===== src/rtl/intra4x4_pred_mode_ctrl_pkg.sv =====
// Shared definitions for the Intra4x4 prediction-mode controller.
// Holds default widths, the DC mode constant, the FSM state type and the
// (x, y) -> luma4x4BlkIdx helper.
package intra4x4_pred_mode_ctrl_pkg;

  localparam int unsigned DefMbXBits = 7;
  localparam int unsigned DefMbYBits = 7;
  localparam int unsigned DefMaxMbX  = 120;

  localparam logic [3:0]  Intra4x4Dc = 4'd2;
  localparam logic [63:0] AllDc      = {16{Intra4x4Dc}};

  typedef enum logic [1:0] {
    StIdle,
    StRdUp,
    StRun,
    StCommit
  } state_e;

  // Block index from 4x4 position inside the MB: idx = {y[1], x[1], y[0], x[0]}.
  function automatic logic [3:0] blk_idx(input logic [1:0] bx, input logic [1:0] by);
    return {by[1], bx[1], by[0], bx[0]};
  endfunction

endpackage


===== src/rtl/intra4x4_pred_mode_ctrl_if.sv =====
// Parser/controller bus for the Intra4x4 prediction-mode controller.
// master: slice-data parser side (drives MB start and block syntax elements).
// slave : controller side (drives handshake, decoded modes and MB status).
interface intra4x4_pred_mode_ctrl_if #(
  parameter int unsigned MbXBits = 7,
  parameter int unsigned MbYBits = 7
);
  logic               mb_start_in;
  logic [MbXBits-1:0] mb_x_in;
  logic [MbYBits-1:0] mb_y_in;
  logic               mb_is_i4x4_in;
  logic               blk_valid_in;
  logic               prev_intra4x4_pred_mode_in;
  logic [2:0]         rem_intra4x4_pred_mode_in;
  logic               blk_ready_out;
  logic               busy_out;
  logic               mode_valid_out;
  logic [3:0]         mode_out;
  logic [3:0]         mode_blk_idx_out;
  logic [63:0]        cur_modes_out;
  logic               mb_done_out;

  modport master (
    output mb_start_in, mb_x_in, mb_y_in, mb_is_i4x4_in, blk_valid_in,
           prev_intra4x4_pred_mode_in, rem_intra4x4_pred_mode_in,
    input  blk_ready_out, busy_out, mode_valid_out, mode_out, mode_blk_idx_out,
           cur_modes_out, mb_done_out
  );

  modport slave (
    input  mb_start_in, mb_x_in, mb_y_in, mb_is_i4x4_in, blk_valid_in,
           prev_intra4x4_pred_mode_in, rem_intra4x4_pred_mode_in,
    output blk_ready_out, busy_out, mode_valid_out, mode_out, mode_blk_idx_out,
           cur_modes_out, mb_done_out
  );
endinterface


===== src/rtl/intra4x4_mode_line_buf.sv =====
// Up-row mode line buffer: one 16-bit entry (bottom-row modes, nibble x) per
// MB column. Single port, synchronous read, contents are not reset.
module intra4x4_mode_line_buf #(
  parameter int unsigned Depth    = 120,
  parameter int unsigned AddrBits = 7
) (
  input  logic                clk_i,
  input  logic                we_i,
  input  logic [AddrBits-1:0] addr_i,
  input  logic [15:0]         wdata_i,
  output logic [15:0]         rdata_o
);
  logic [15:0] mem_q [Depth];
  logic [15:0] rdata_q;

  always_ff @(posedge clk_i) begin
    if (we_i) mem_q[addr_i] <= wdata_i;
    rdata_q <= mem_q[addr_i];
  end

  assign rdata_o = rdata_q;
endmodule


===== src/rtl/intra4x4_pred_mode_decoding.sv =====
// Combinational Intra4x4PredMode derivation for one 4x4 block.
// Inputs: MB position, block index, up-MB bottom row, left-MB right column,
// current-MB modes, prev flag and rem. Output: decoded mode 0..8.
module intra4x4_pred_mode_decoding
  import intra4x4_pred_mode_ctrl_pkg::*;
#(
  parameter int unsigned MbXBits = DefMbXBits,
  parameter int unsigned MbYBits = DefMbYBits
) (
  input  logic [MbXBits-1:0] mb_x_i,
  input  logic [MbYBits-1:0] mb_y_i,
  input  logic [3:0]         blk_idx_i,
  input  logic [15:0]        up_modes_i,   // nibble x = up MB bottom row
  input  logic [15:0]        left_modes_i, // nibble y = left MB right column
  input  logic [63:0]        cur_modes_i,
  input  logic               prev_flag_i,
  input  logic [2:0]         rem_mode_i,
  output logic [3:0]         mode_o
);
  logic [1:0] bx, by;
  logic       avail_a, avail_b;
  logic [3:0] mode_a, mode_b, pred, rem_ext;

  assign bx = {blk_idx_i[2], blk_idx_i[0]};
  assign by = {blk_idx_i[3], blk_idx_i[1]};

  always_comb begin
    avail_a = 1'b1;
    mode_a  = Intra4x4Dc;
    if (bx != 2'd0) begin
      mode_a = cur_modes_i[{blk_idx(bx - 2'd1, by), 2'b00} +: 4];
    end else if (mb_x_i == '0) begin
      avail_a = 1'b0;
    end else begin
      mode_a = left_modes_i[{by, 2'b00} +: 4];
    end

    avail_b = 1'b1;
    mode_b  = Intra4x4Dc;
    if (by != 2'd0) begin
      mode_b = cur_modes_i[{blk_idx(bx, by - 2'd1), 2'b00} +: 4];
    end else if (mb_y_i == '0) begin
      avail_b = 1'b0;
    end else begin
      mode_b = up_modes_i[{bx, 2'b00} +: 4];
    end

    pred    = (avail_a && avail_b) ? ((mode_a < mode_b) ? mode_a : mode_b) : Intra4x4Dc;
    rem_ext = {1'b0, rem_mode_i};
    if (prev_flag_i)        mode_o = pred;
    else if (rem_ext < pred) mode_o = rem_ext;
    else                     mode_o = rem_ext + 4'd1;
  end
endmodule


===== src/rtl/intra4x4_pred_mode_ctrl.sv =====
// Intra4x4 prediction-mode sequencer. Accepts prev/rem per 4x4 block in
// luma4x4BlkIdx order, derives each mode from the current MB, the left MB's
// right column and the up MB's bottom row (line buffer), emits decoded modes
// and commits neighbour context at MB end.
// Ports: clk, rst (async, active-high), bus (slave side of the parser bus).
module intra4x4_pred_mode_ctrl
  import intra4x4_pred_mode_ctrl_pkg::*;
#(
  parameter int unsigned MbXBits = DefMbXBits,
  parameter int unsigned MbYBits = DefMbYBits,
  parameter int unsigned MaxMbX  = DefMaxMbX
) (
  input logic                    clk,
  input logic                    rst,
  intra4x4_pred_mode_ctrl_if.slave bus
);
  state_e             state_q, state_d;
  logic [3:0]         cnt_q, cnt_d;
  logic [MbXBits-1:0] x_q, x_d;
  logic [MbYBits-1:0] y_q, y_d;
  logic               i4_q, i4_d;
  logic [15:0]        up_q, up_d, left_q, left_d;
  logic [63:0]        cur_q, cur_d;
  logic [3:0]         mode_q, mode_d, idx_q, idx_d;
  logic               mv_q, mv_d, done_q, done_d;

  logic               busy, ready, accept, lb_we;
  logic [MbXBits-1:0] lb_addr;
  logic [15:0]        lb_rdata, lb_wdata;
  logic [3:0]         dec_mode;

  // State register
  always_ff @(posedge clk or posedge rst) begin
    if (rst) state_q <= StIdle;
    else     state_q <= state_d;
  end

  // Next state
  always_comb begin
    state_d = state_q;
    unique case (state_q)
      StIdle:   if (bus.mb_start_in) state_d = StRdUp;
      StRdUp:   state_d = i4_q ? StRun : StCommit;
      StRun:    if (accept && cnt_q == 4'd15) state_d = StCommit;
      StCommit: state_d = StIdle;
      default:  state_d = StIdle;
    endcase
  end

  // FSM-decoded outputs
  always_comb begin
    busy    = (state_q != StIdle);
    ready   = (state_q == StRun);
    lb_we   = (state_q == StCommit);
    // In IDLE the address follows the input so the read lands as we enter RD_UP.
    lb_addr = (state_q == StIdle) ? bus.mb_x_in : x_q;
  end

  assign accept   = ready & bus.blk_valid_in;
  assign lb_wdata = {cur_q[63:60], cur_q[59:56], cur_q[47:44], cur_q[43:40]};

  // Datapath next state
  always_comb begin
    x_d    = x_q;
    y_d    = y_q;
    i4_d   = i4_q;
    up_d   = up_q;
    left_d = left_q;
    cur_d  = cur_q;
    cnt_d  = cnt_q;
    mode_d = mode_q;
    idx_d  = idx_q;
    mv_d   = accept;
    done_d = (state_q == StCommit);
    unique case (state_q)
      StIdle: begin
        if (bus.mb_start_in) begin
          x_d  = bus.mb_x_in;
          y_d  = bus.mb_y_in;
          i4_d = bus.mb_is_i4x4_in;
        end
      end
      StRdUp: begin
        up_d  = lb_rdata;
        cnt_d = 4'd0;
        if (!i4_q) cur_d = AllDc;
      end
      StRun: begin
        if (accept) begin
          cur_d[{cnt_q, 2'b00} +: 4] = dec_mode;
          mode_d = dec_mode;
          idx_d  = cnt_q;
          cnt_d  = cnt_q + 4'd1;
        end
      end
      StCommit: left_d = {cur_q[63:60], cur_q[55:52], cur_q[31:28], cur_q[23:20]};
      default: ;
    endcase
  end

  always_ff @(posedge clk or posedge rst) begin
    if (rst) begin
      x_q    <= '0;
      y_q    <= '0;
      i4_q   <= 1'b0;
      up_q   <= '0;
      left_q <= {4{Intra4x4Dc}};
      cur_q  <= AllDc;
      cnt_q  <= 4'd0;
      mode_q <= 4'd0;
      idx_q  <= 4'd0;
      mv_q   <= 1'b0;
      done_q <= 1'b0;
    end else begin
      x_q    <= x_d;
      y_q    <= y_d;
      i4_q   <= i4_d;
      up_q   <= up_d;
      left_q <= left_d;
      cur_q  <= cur_d;
      cnt_q  <= cnt_d;
      mode_q <= mode_d;
      idx_q  <= idx_d;
      mv_q   <= mv_d;
      done_q <= done_d;
    end
  end

  intra4x4_pred_mode_decoding #(
    .MbXBits(MbXBits),
    .MbYBits(MbYBits)
  ) u_dec (
    .mb_x_i      (x_q),
    .mb_y_i      (y_q),
    .blk_idx_i   (cnt_q),
    .up_modes_i  (up_q),
    .left_modes_i(left_q),
    .cur_modes_i (cur_q),
    .prev_flag_i (bus.prev_intra4x4_pred_mode_in),
    .rem_mode_i  (bus.rem_intra4x4_pred_mode_in),
    .mode_o      (dec_mode)
  );

  intra4x4_mode_line_buf #(
    .Depth   (MaxMbX),
    .AddrBits(MbXBits)
  ) u_line_buf (
    .clk_i  (clk),
    .we_i   (lb_we),
    .addr_i (lb_addr),
    .wdata_i(lb_wdata),
    .rdata_o(lb_rdata)
  );

  assign bus.busy_out         = busy;
  assign bus.blk_ready_out    = ready;
  assign bus.mode_valid_out   = mv_q;
  assign bus.mode_out         = mode_q;
  assign bus.mode_blk_idx_out = idx_q;
  assign bus.cur_modes_out    = cur_q;
  assign bus.mb_done_out      = done_q;
endmodule

===== src/flat_wrapper.sv =====
// flat-port wrapper written by rule: the top's interface ports become plain ports
module intra4x4_pred_mode_ctrl_flat import intra4x4_pred_mode_ctrl_pkg::*;
#(
  parameter int unsigned MbXBits = DefMbXBits,
  parameter int unsigned MbYBits = DefMbYBits,
  parameter int unsigned MaxMbX  = DefMaxMbX
)
  (clk, rst, bus_mb_start_in, bus_mb_x_in, bus_mb_y_in, bus_mb_is_i4x4_in, bus_blk_valid_in, bus_prev_intra4x4_pred_mode_in, bus_rem_intra4x4_pred_mode_in, bus_blk_ready_out, bus_busy_out, bus_mode_valid_out, bus_mode_out, bus_mode_blk_idx_out, bus_cur_modes_out, bus_mb_done_out);
  intra4x4_pred_mode_ctrl_if #(.MbXBits(MbXBits), .MbYBits(MbYBits)) bus_i ();
  input logic clk;
  input logic rst;
  input wire logic [$bits(bus_i.mb_start_in)-1:0] bus_mb_start_in;
  input wire logic [$bits(bus_i.mb_x_in)-1:0] bus_mb_x_in;
  input wire logic [$bits(bus_i.mb_y_in)-1:0] bus_mb_y_in;
  input wire logic [$bits(bus_i.mb_is_i4x4_in)-1:0] bus_mb_is_i4x4_in;
  input wire logic [$bits(bus_i.blk_valid_in)-1:0] bus_blk_valid_in;
  input wire logic [$bits(bus_i.prev_intra4x4_pred_mode_in)-1:0] bus_prev_intra4x4_pred_mode_in;
  input wire logic [$bits(bus_i.rem_intra4x4_pred_mode_in)-1:0] bus_rem_intra4x4_pred_mode_in;
  output wire logic [$bits(bus_i.blk_ready_out)-1:0] bus_blk_ready_out;
  output wire logic [$bits(bus_i.busy_out)-1:0] bus_busy_out;
  output wire logic [$bits(bus_i.mode_valid_out)-1:0] bus_mode_valid_out;
  output wire logic [$bits(bus_i.mode_out)-1:0] bus_mode_out;
  output wire logic [$bits(bus_i.mode_blk_idx_out)-1:0] bus_mode_blk_idx_out;
  output wire logic [$bits(bus_i.cur_modes_out)-1:0] bus_cur_modes_out;
  output wire logic [$bits(bus_i.mb_done_out)-1:0] bus_mb_done_out;
  assign bus_i.mb_start_in = bus_mb_start_in;
  assign bus_i.mb_x_in = bus_mb_x_in;
  assign bus_i.mb_y_in = bus_mb_y_in;
  assign bus_i.mb_is_i4x4_in = bus_mb_is_i4x4_in;
  assign bus_i.blk_valid_in = bus_blk_valid_in;
  assign bus_i.prev_intra4x4_pred_mode_in = bus_prev_intra4x4_pred_mode_in;
  assign bus_i.rem_intra4x4_pred_mode_in = bus_rem_intra4x4_pred_mode_in;
  assign bus_blk_ready_out = bus_i.blk_ready_out;
  assign bus_busy_out = bus_i.busy_out;
  assign bus_mode_valid_out = bus_i.mode_valid_out;
  assign bus_mode_out = bus_i.mode_out;
  assign bus_mode_blk_idx_out = bus_i.mode_blk_idx_out;
  assign bus_cur_modes_out = bus_i.cur_modes_out;
  assign bus_mb_done_out = bus_i.mb_done_out;
  intra4x4_pred_mode_ctrl #(.MbXBits(MbXBits), .MbYBits(MbYBits), .MaxMbX(MaxMbX)) u_core (.clk(clk), .rst(rst), .bus(bus_i));
endmodule

===== config.mk =====
export PLATFORM = sky130hd
export DESIGN_NAME = intra4x4_pred_mode_ctrl_flat
export DESIGN_NICKNAME = d
export VERILOG_FILES = /design/src/rtl/intra4x4_pred_mode_ctrl_pkg.sv /design/src/rtl/intra4x4_pred_mode_ctrl_if.sv /design/src/rtl/intra4x4_mode_line_buf.sv /design/src/rtl/intra4x4_pred_mode_decoding.sv /design/src/rtl/intra4x4_pred_mode_ctrl.sv /design/src/flat_wrapper.sv
export SDC_FILE = /design/constraint.sdc
export NUM_CORES = 2
export LEC_CHECK = 0
export ABC_CLOCK_PERIOD_IN_PS = 7550
export CELL_PAD_IN_SITES_DETAIL_PLACEMENT = 0
export CELL_PAD_IN_SITES_GLOBAL_PLACEMENT = 1
export CORE_AREA = 2 2 338 590
export DETAILED_ROUTE_END_ITERATION = 10
export DIE_AREA = 0 0 340 592
export DONT_BUFFER_PORTS = 1
export PLACE_DENSITY = 0.57
export SLEW_MARGIN = 20
export SYNTH_ARGS = -nofsm -noshare
export SYNTH_HDL_FRONTEND = slang
export SYNTH_SLANG_ARGS = --single-unit

===== constraint.sdc =====
create_clock -name clk -period 7.55 [get_ports clk]
set_clock_uncertainty 0.2 [all_clocks]
set_input_delay 1.51 -clock clk [delete_from_list [all_inputs] [get_ports clk]]
set_output_delay 1.51 -clock clk [all_outputs]
set_load 0.02 [all_outputs]

# Word level (Yosys, flattened, before mapping)
# Memory sizes are Yosys's and may differ from the RTL's. A register that Yosys moved wholly into a read port is not among the register bits.
# Index checks and enable logic that the tools add are counted.
[word_totals]
mem_bits_rw = 1920
n_memories = 1
latchBits = 0
elab_cells = 74
reg_bits = 127
out_inout_bits = 76
romBits = 0
[memory_table]
columns = ["name", "words", "width", "read_ports", "rd_clocked_by_memory_dff", "wr", "line", "rtl"]
rows = [
  ["u_core.u_line_buf.mem_q", 120, 16, 1, 1, 1, "intra4x4_mode_line_buf.sv:13", "logic [15:0] mem_q [Depth];"],
]
[classes]
eq_ne = 8
addsub = 5
n_bitwise = 1
n_shift = 6
order_cmp = 2
n_reduce_logical = 14
mul = 0
n_div = 0
mux = 25
[ops]
columns = ["op", "n"]
rows = [
  ["$mux 64", 2],
  ["$pmux 64 s2", 1],
  ["$shiftx 64x7->4", 2],
  ["$bwmux 64", 1],
  ["$shift 4x8->64 const A", 1],
  ["$shiftx 4x8->64", 1],
  ["$mux 4", 9],
  ["$shiftx 16x5->4", 2],
  ["$logic_not 7->1", 2],
  ["$ne 2x2->1 const B", 4],
  ["$neg 6->8", 1],
  ["$pmux 2 s4", 1],
  ["$pmux 4 s2", 1],
  ["$reduce_and 2->1", 4],
  ["$reduce_bool 2->1", 4],
  ["$mux 1", 7],
  ["$mux 7", 1],
  ["$add 3x1->4 const B", 1],
  ["$add 4x1->4 const B", 1],
  ["$eq 2x2->1 const B", 2],
  ["$eq 4x4->1 const B", 1],
  ["$lt 3x4->1", 1],
  ["$lt 4x4->1", 1],
  ["$mux 2", 2],
  ["6 further kinds", 8],
]

# Depth between registers and ports, before layout
[logic_depth]
ltp_word = 13
mapped_depth = 28
depth_no_buf = 21

# Cells and area by module
# From an unflattened synthesis, not the netlist that was laid out.
[unflattened]
cells_unflattened = 4902
area_unflattened_um2 = 82031.2
[modules_own_cells]
columns = ["mod", "cells_per_inst", "instances", "area_per_inst_um2"]
rows = [
  ["intra4x4_mode_line_buf", 4298, 1, 74735.4],
  ["intra4x4_pred_mode_ctrl", 432, 1, 5482.8],
  ["intra4x4_pred_mode_decoding", 172, 1, 1813.0],
]

# Least setup slack after synthesis
# Ideal clock, no wire load.
[synth_timing]
path_kind = "flip-flop to flip-flop"
startpoint = "register u_core.cnt_q[0]"
endpoint = "register u_core.cur_q[46], in the netlist u_core.bus.cur_modes_out[46]"
slack_ns = 1.351
period_less_slack_ns = 6.199
path_stages_with_launch = 29
setup_ns = 0.140
arrival_time_ns = 5.860
cell_sequence = "dfrtp_1 buf_6 buf_6 buf_6 buf_8 buf_2 clkbuf_1 inv_1 ha_1 clkbuf_1 mux4_2 a21oi_1 inv_1 ha_1 a21o_1 a21oi_1 o2111a_1 a211oi_1 a211oi_4 buf_6 inv_1 ha_1 nor3_1 o311a_1 o21a_1 nor3_1 xnor2_1 clkbuf_1 o21ai_0"
[synth_via]
elab_chain_cells = 13
word_cells_on_any_way = 22
[synth_rtl]
columns = ["element", "line", "rtl"]
rows = [
  ["start: declaration", "intra4x4_pred_mode_ctrl.sv:18", "logic [3:0] cnt_q, cnt_d;"],
  ["start signal: assignment", "intra4x4_pred_mode_ctrl.sv:121", "cnt_q <= cnt_d;"],
  ["$sub 2x1->2 or $shiftx 16x5->4 (tied branches)", "intra4x4_pred_mode_decoding.sv:31, intra4x4_pred_mode_decoding.sv:45", ""],
  ["$shiftx 64x7->4 or $mux 4 (tied branches)", "intra4x4_pred_mode_decoding.sv:31, intra4x4_pred_mode_decoding.sv:42", ""],
  ["$mux 4, on equally long branches", "intra4x4_pred_mode_decoding.sv:30, intra4x4_pred_mode_decoding.sv:40", ""],
  ["$lt 4x4->1", "intra4x4_pred_mode_decoding.sv:48", "pred = (avail_a && avail_b) ? ((mode_a < mode_b) ? mode_a : mode_b) : Intra4x4Dc;"],
  ["$mux 4 (2 in a row)", "intra4x4_pred_mode_decoding.sv:48", ""],
  ["$lt 3x4->1", "intra4x4_pred_mode_decoding.sv:51", "else if (rem_ext < pred) mode_o = rem_ext;"],
  ["$mux 4", "intra4x4_pred_mode_decoding.sv:51", ""],
  ["$mux 4", "intra4x4_pred_mode_decoding.sv:50", "if (prev_flag_i) mode_o = pred;"],
  ["$shiftx 4x8->64", "intra4x4_pred_mode_ctrl.sv:90", "cur_d[{cnt_q, 2'b00} +: 4] = dec_mode;"],
  ["$bwmux 64 (*)", "intra4x4_pred_mode_ctrl.sv:90", ""],
  ["$mux 64 (*)", "intra4x4_pred_mode_ctrl.sv:89", "if (accept) begin"],
  ["$pmux 64 s2 (*)", "intra4x4_pred_mode_ctrl.sv:75", "unique case (state_q)"],
  ["end signal: assignment", "intra4x4_pred_mode_ctrl.sv:108", "cur_q <= AllDc;"],
  ["end signal: assignment", "intra4x4_pred_mode_ctrl.sv:120", "cur_q <= cur_d;"],
  ["end: declaration", "intra4x4_pred_mode_ctrl.sv:23", "logic [63:0] cur_q, cur_d;"],
]
# Every way passes the cells marked *; elsewhere a longest branch is shown, timed or not. The select of a mux whose other input is x is not followed.
# A chain may end at the register's enable or synchronous reset.

# Worst setup path in the final report
[layout_timing]
startpoint = "register u_core.cnt_q[1]"
endpoint = "register u_core.cur_q[59], in the netlist u_core.bus.cur_modes_out[59]"
[layout_via]
elab_chain_cells = 13
word_cells_on_any_way = 22
[layout_rtl]
columns = ["element", "line"]
rows = [
  ["$sub 2x1->2 or $shiftx 16x5->4 (tied branches)", "intra4x4_pred_mode_decoding.sv:41, intra4x4_pred_mode_decoding.sv:35"],
  ["$shiftx 64x7->4 or $mux 4 (tied branches)", "intra4x4_pred_mode_decoding.sv:41, intra4x4_pred_mode_decoding.sv:32"],
  ["$mux 4, on equally long branches", "intra4x4_pred_mode_decoding.sv:40, intra4x4_pred_mode_decoding.sv:30"],
  ["$lt 4x4->1", "intra4x4_pred_mode_decoding.sv:48"],
  ["$mux 4 (2 in a row)", "intra4x4_pred_mode_decoding.sv:48"],
  ["$lt 3x4->1", "intra4x4_pred_mode_decoding.sv:51"],
  ["$mux 4", "intra4x4_pred_mode_decoding.sv:51"],
  ["$mux 4", "intra4x4_pred_mode_decoding.sv:50"],
  ["$shiftx 4x8->64", "intra4x4_pred_mode_ctrl.sv:90"],
  ["$bwmux 64 (*)", "intra4x4_pred_mode_ctrl.sv:90"],
  ["$mux 64 (*)", "intra4x4_pred_mode_ctrl.sv:89"],
  ["$pmux 64 s2 (*)", "intra4x4_pred_mode_ctrl.sv:75"],
]
# Marks and branches as above.

==> results.tsv <==
stage	metric	value	unit
run_status	status	completed	
sta	period_minus_slack	6.27	ns
routing	num_vias	46900	
job	max_cap_violations	0	
die	design.die.area	201000	um^2
routing	wire_per_inst	37.6	um
synthesis	synth_common_cells	1920 x edfxtp_1, 703 x a22oi_1, 233 x nand2_1	
clock_tree	cts_setup_buffers	0	
synthesis	synth_nets	4604	
routing	dr.pass1.iters	6	
clock_tree	cts_max_level	4	
placement	gp_congestion	0.919	
worst_setup_path	path_max_fanout	29	
pwr	leakagePower	28.9	nW
sta	maxSlewViolCount	0	
worst_setup_path	cp.arrival	6.83	ns
worst_setup_path	max_stage_delay	0.61	ns
global_routing	grt_pass1_wl	386000	um
synthesis	yosysSeqAreaShare	0.783	
global_routing	grt_usage	0.275	
global_routing	grt_pass1_vias	45800	
routing	met2_length	144000	um
sta	post-route-period-util	0.830	
worst_setup_path	worstSetupEndpointType	register	
routing	drt_iter0_drc	5997	
synthesis	ys_async_sr_fraction	0.0616	
sta	rsz0062_at_grt	no	
routing	ant_nets	0	
sta	max_freq	160	MHz
sta	worstMarginPinSlew	1.15	ns
worst_setup_path	crit_buf_inv	2	
global_routing	antenna_found_initial	13	
synthesis	synth-edff-count	1920	
die	io_pins	99	
sta	maxSlewHeadroom	0.210	
pwr	power	33.6	mW
clock_tree	cts_buffers	186	
die	core_area	196000	um^2
routing	wl_met3	18200	um
pwr	p_per_area	377	nW/um^2
synthesis	synth.distinct_cells	87	
sta	setup_tns	0	ns
clock_tree	clkSinkCount	2063	
synthesis	netlist.area_leader.share	0.738	
sta	setup-violations-final	0	
synthesis	syn_area_per_cell	17.1	um^2
synthesis	ys_ff_latch	2063	
die	die_h	592	um
synthesis	yosysTopAreaCell	edfxtp_1	
pwr	vdd_ir_drop_max	0.409	mV
sta	hold_violations	0	
die	start_util	0.398	
sta	fin_ws	1.28	ns
placement	io_buffers	0	
synthesis	ys.flop_type	edfxtp_1	
clock_tree	cts_buffer_depth	4	
clock_tree	cts_tree	built	
clock_tree	ctsResizeCount	0	
worst_setup_path	critPathKind	register to register	
global_routing	grt_overflow	0	
placement	place_ws	1.32	ns
sta	fin_hold_ws	0.262	ns
routing	wl_met1	102000	um
routing	topRoutingLayerUsed	met5	
routing	drcViolationCount	0	
worst_setup_path	cp_top_family	compound AO/OA/AOI/OAI gates	
clock_tree	cts_root_buffer	clkbuf_16	
routing	wl	282000	um
synthesis	syn-cell-area	78100	um^2
worst_setup_path	cp-start-kind	register	
worst_hold_path	hold_class	register to register	
routing	via_per_inst	6.24	
worst_setup_path	worstPathCellList	buf_4 > mux4_2 > mux4_2 > a21oi_1 > inv_1 > ha_1 > a21o_1 > a21oi_1 > o2111a_1 > a21o_1 > nor2_1 > a211oi_1 > ha_1 > nor3_1 > o311a_1 > o21a_1 > or4_4 > o21ai_4 > a22o_1	
final_layout	finalNetCount	4785	
placement	place_hpwl	177000	um
worst_setup_path	cp.required	8.11	ns
synthesis	synth_most_common_cell	edfxtp_1	
clock_tree	hold_buffers	0	
synthesis	synthTopCellsByArea	edfxtp_1 74%, a22oi_1 6.8%, dfrtp_1 3.4%, a22o_1 1.3%, nand2_1 1.1%	
final_layout	syn_to_final_growth	14.0	%
synthesis	syn_inst	4564	
die	rows	215	
final_layout	drive_gt1_frac	0.159	
worst_setup_path	critPathSlowestCell	o21ai_4	
die	fp.dieW	340	um
clock_tree	clk_pin_slew_worst_paths	0.08	ns
global_routing	grt_max_degree	119	
clock_tree	clock_latency	0.85	ns
synthesis	ys_warn_count	0	
[placed cells by master, fill, tap and decap left out, types with 37 or more instances in the layout]
master	count
nand2_1	229
clkbuf_1	37
a222oi_1	54
a22o_1	119
a21oi_1	61
a22oi_1	703
a221oi_1	90
buf_4	263
clkbuf_16	192
edfxtp_1	1920
mux2_2	65
dfrtp_1	93
nor2_2	51
o21ai_0	109
clkinv_1	42
nor2_1	122
nand4_1	63
a31oi_1	50
[worst paths after layout]
| path | depth (start not counted) | from | endpoint | slack (ns) |
|---|---|---|---|---|
| min reg2reg | 1 | u_core.u_line_buf.rdata_o[7] | u_core.up_q[7] | 0.26 |
| min in group asynchronous | 1 | rst | u_core.bus.mode_valid_out | 0.38 |
| max reg2reg | 19 | u_core.cnt_q[1] | u_core.bus.cur_modes_out[59] | 1.28 |
| max in group asynchronous | 2 | rst | u_core.bus.cur_modes_out[59] | 5.31 |
| max | 19 | u_core.cnt_q[1] | u_core.bus.cur_modes_out[59] | 1.28 |
| min | 1 | u_core.u_line_buf.rdata_o[7] | u_core.up_q[7] | 0.26 |
[registers in the layout (all words and copies together) (netlist names)]
register / flops
u_core.bus.mb_done_out: 1
u_core.state_q: 2
u_core.i4_q: 1
u_core.bus.mode_blk_idx_out: 4
u_core.bus.mode_out: 4
u_core.y_q: 7
u_core.u_line_buf.mem_q: 1920
u_core.x_q: 7
u_core.bus.mode_valid_out: 1
u_core.left_q: 16
u_core.bus.cur_modes_out: 64
u_core.u_line_buf.rdata_o: 16
u_core.up_q: 16
u_core.cnt_q: 4
[where the power goes]
group	internal [mW]	total, mW	switching [mW]
clock network	5.34	9.57	4.23
logic	3.03	11.1	8.08
registers	12.6	12.9	0.231
[stage by stage]
stage	instances	area (um^2)	utilization
after global routing	7504	89000	0.454
final	7505	89000	0.454
after CTS	7491	89000	0.454
after floorplan	4564	78100	-
after detailed placement	7161	83000	0.423
after global placement	7158	82900	0.423
[cell type report]
class	instances	area [um^2]
antenna	14	35.0
inverter	28	110
multi-input combinational	2175	15900
clock inverter	96	938
fill	16900	107000
sequential	2063	61200
tap	2604	3260
clock buffer	234	5010
timing repair buffer	291	2520
[routing by layer]
layer  global-route usage  vias to the layer above
met1                0.327                    24700
li1                     -                    19300
met2                0.482                     2227
met4                0.157                        6
met3               0.0342                      566
met5                    0                        -
[logic make-up after synthesis]
| logic type | count (synthesis) | synth area share |
|---|---|---|
| muxes | 119 | 0.0222 |
| adders and majority gates | 17 | 0.00272 |
| DFF | 2063 | 0.783 |
| and+or+nand+nor | 627 | 0.0369 |
| xor gates and xnor gates | 3 | 0.000337 |
| buffers and inverters | 326 | 0.0181 |
| AOI/OAI and AO/OA | 1409 | 0.136 |
Note: power is estimated with default switching activity, not from simulation.
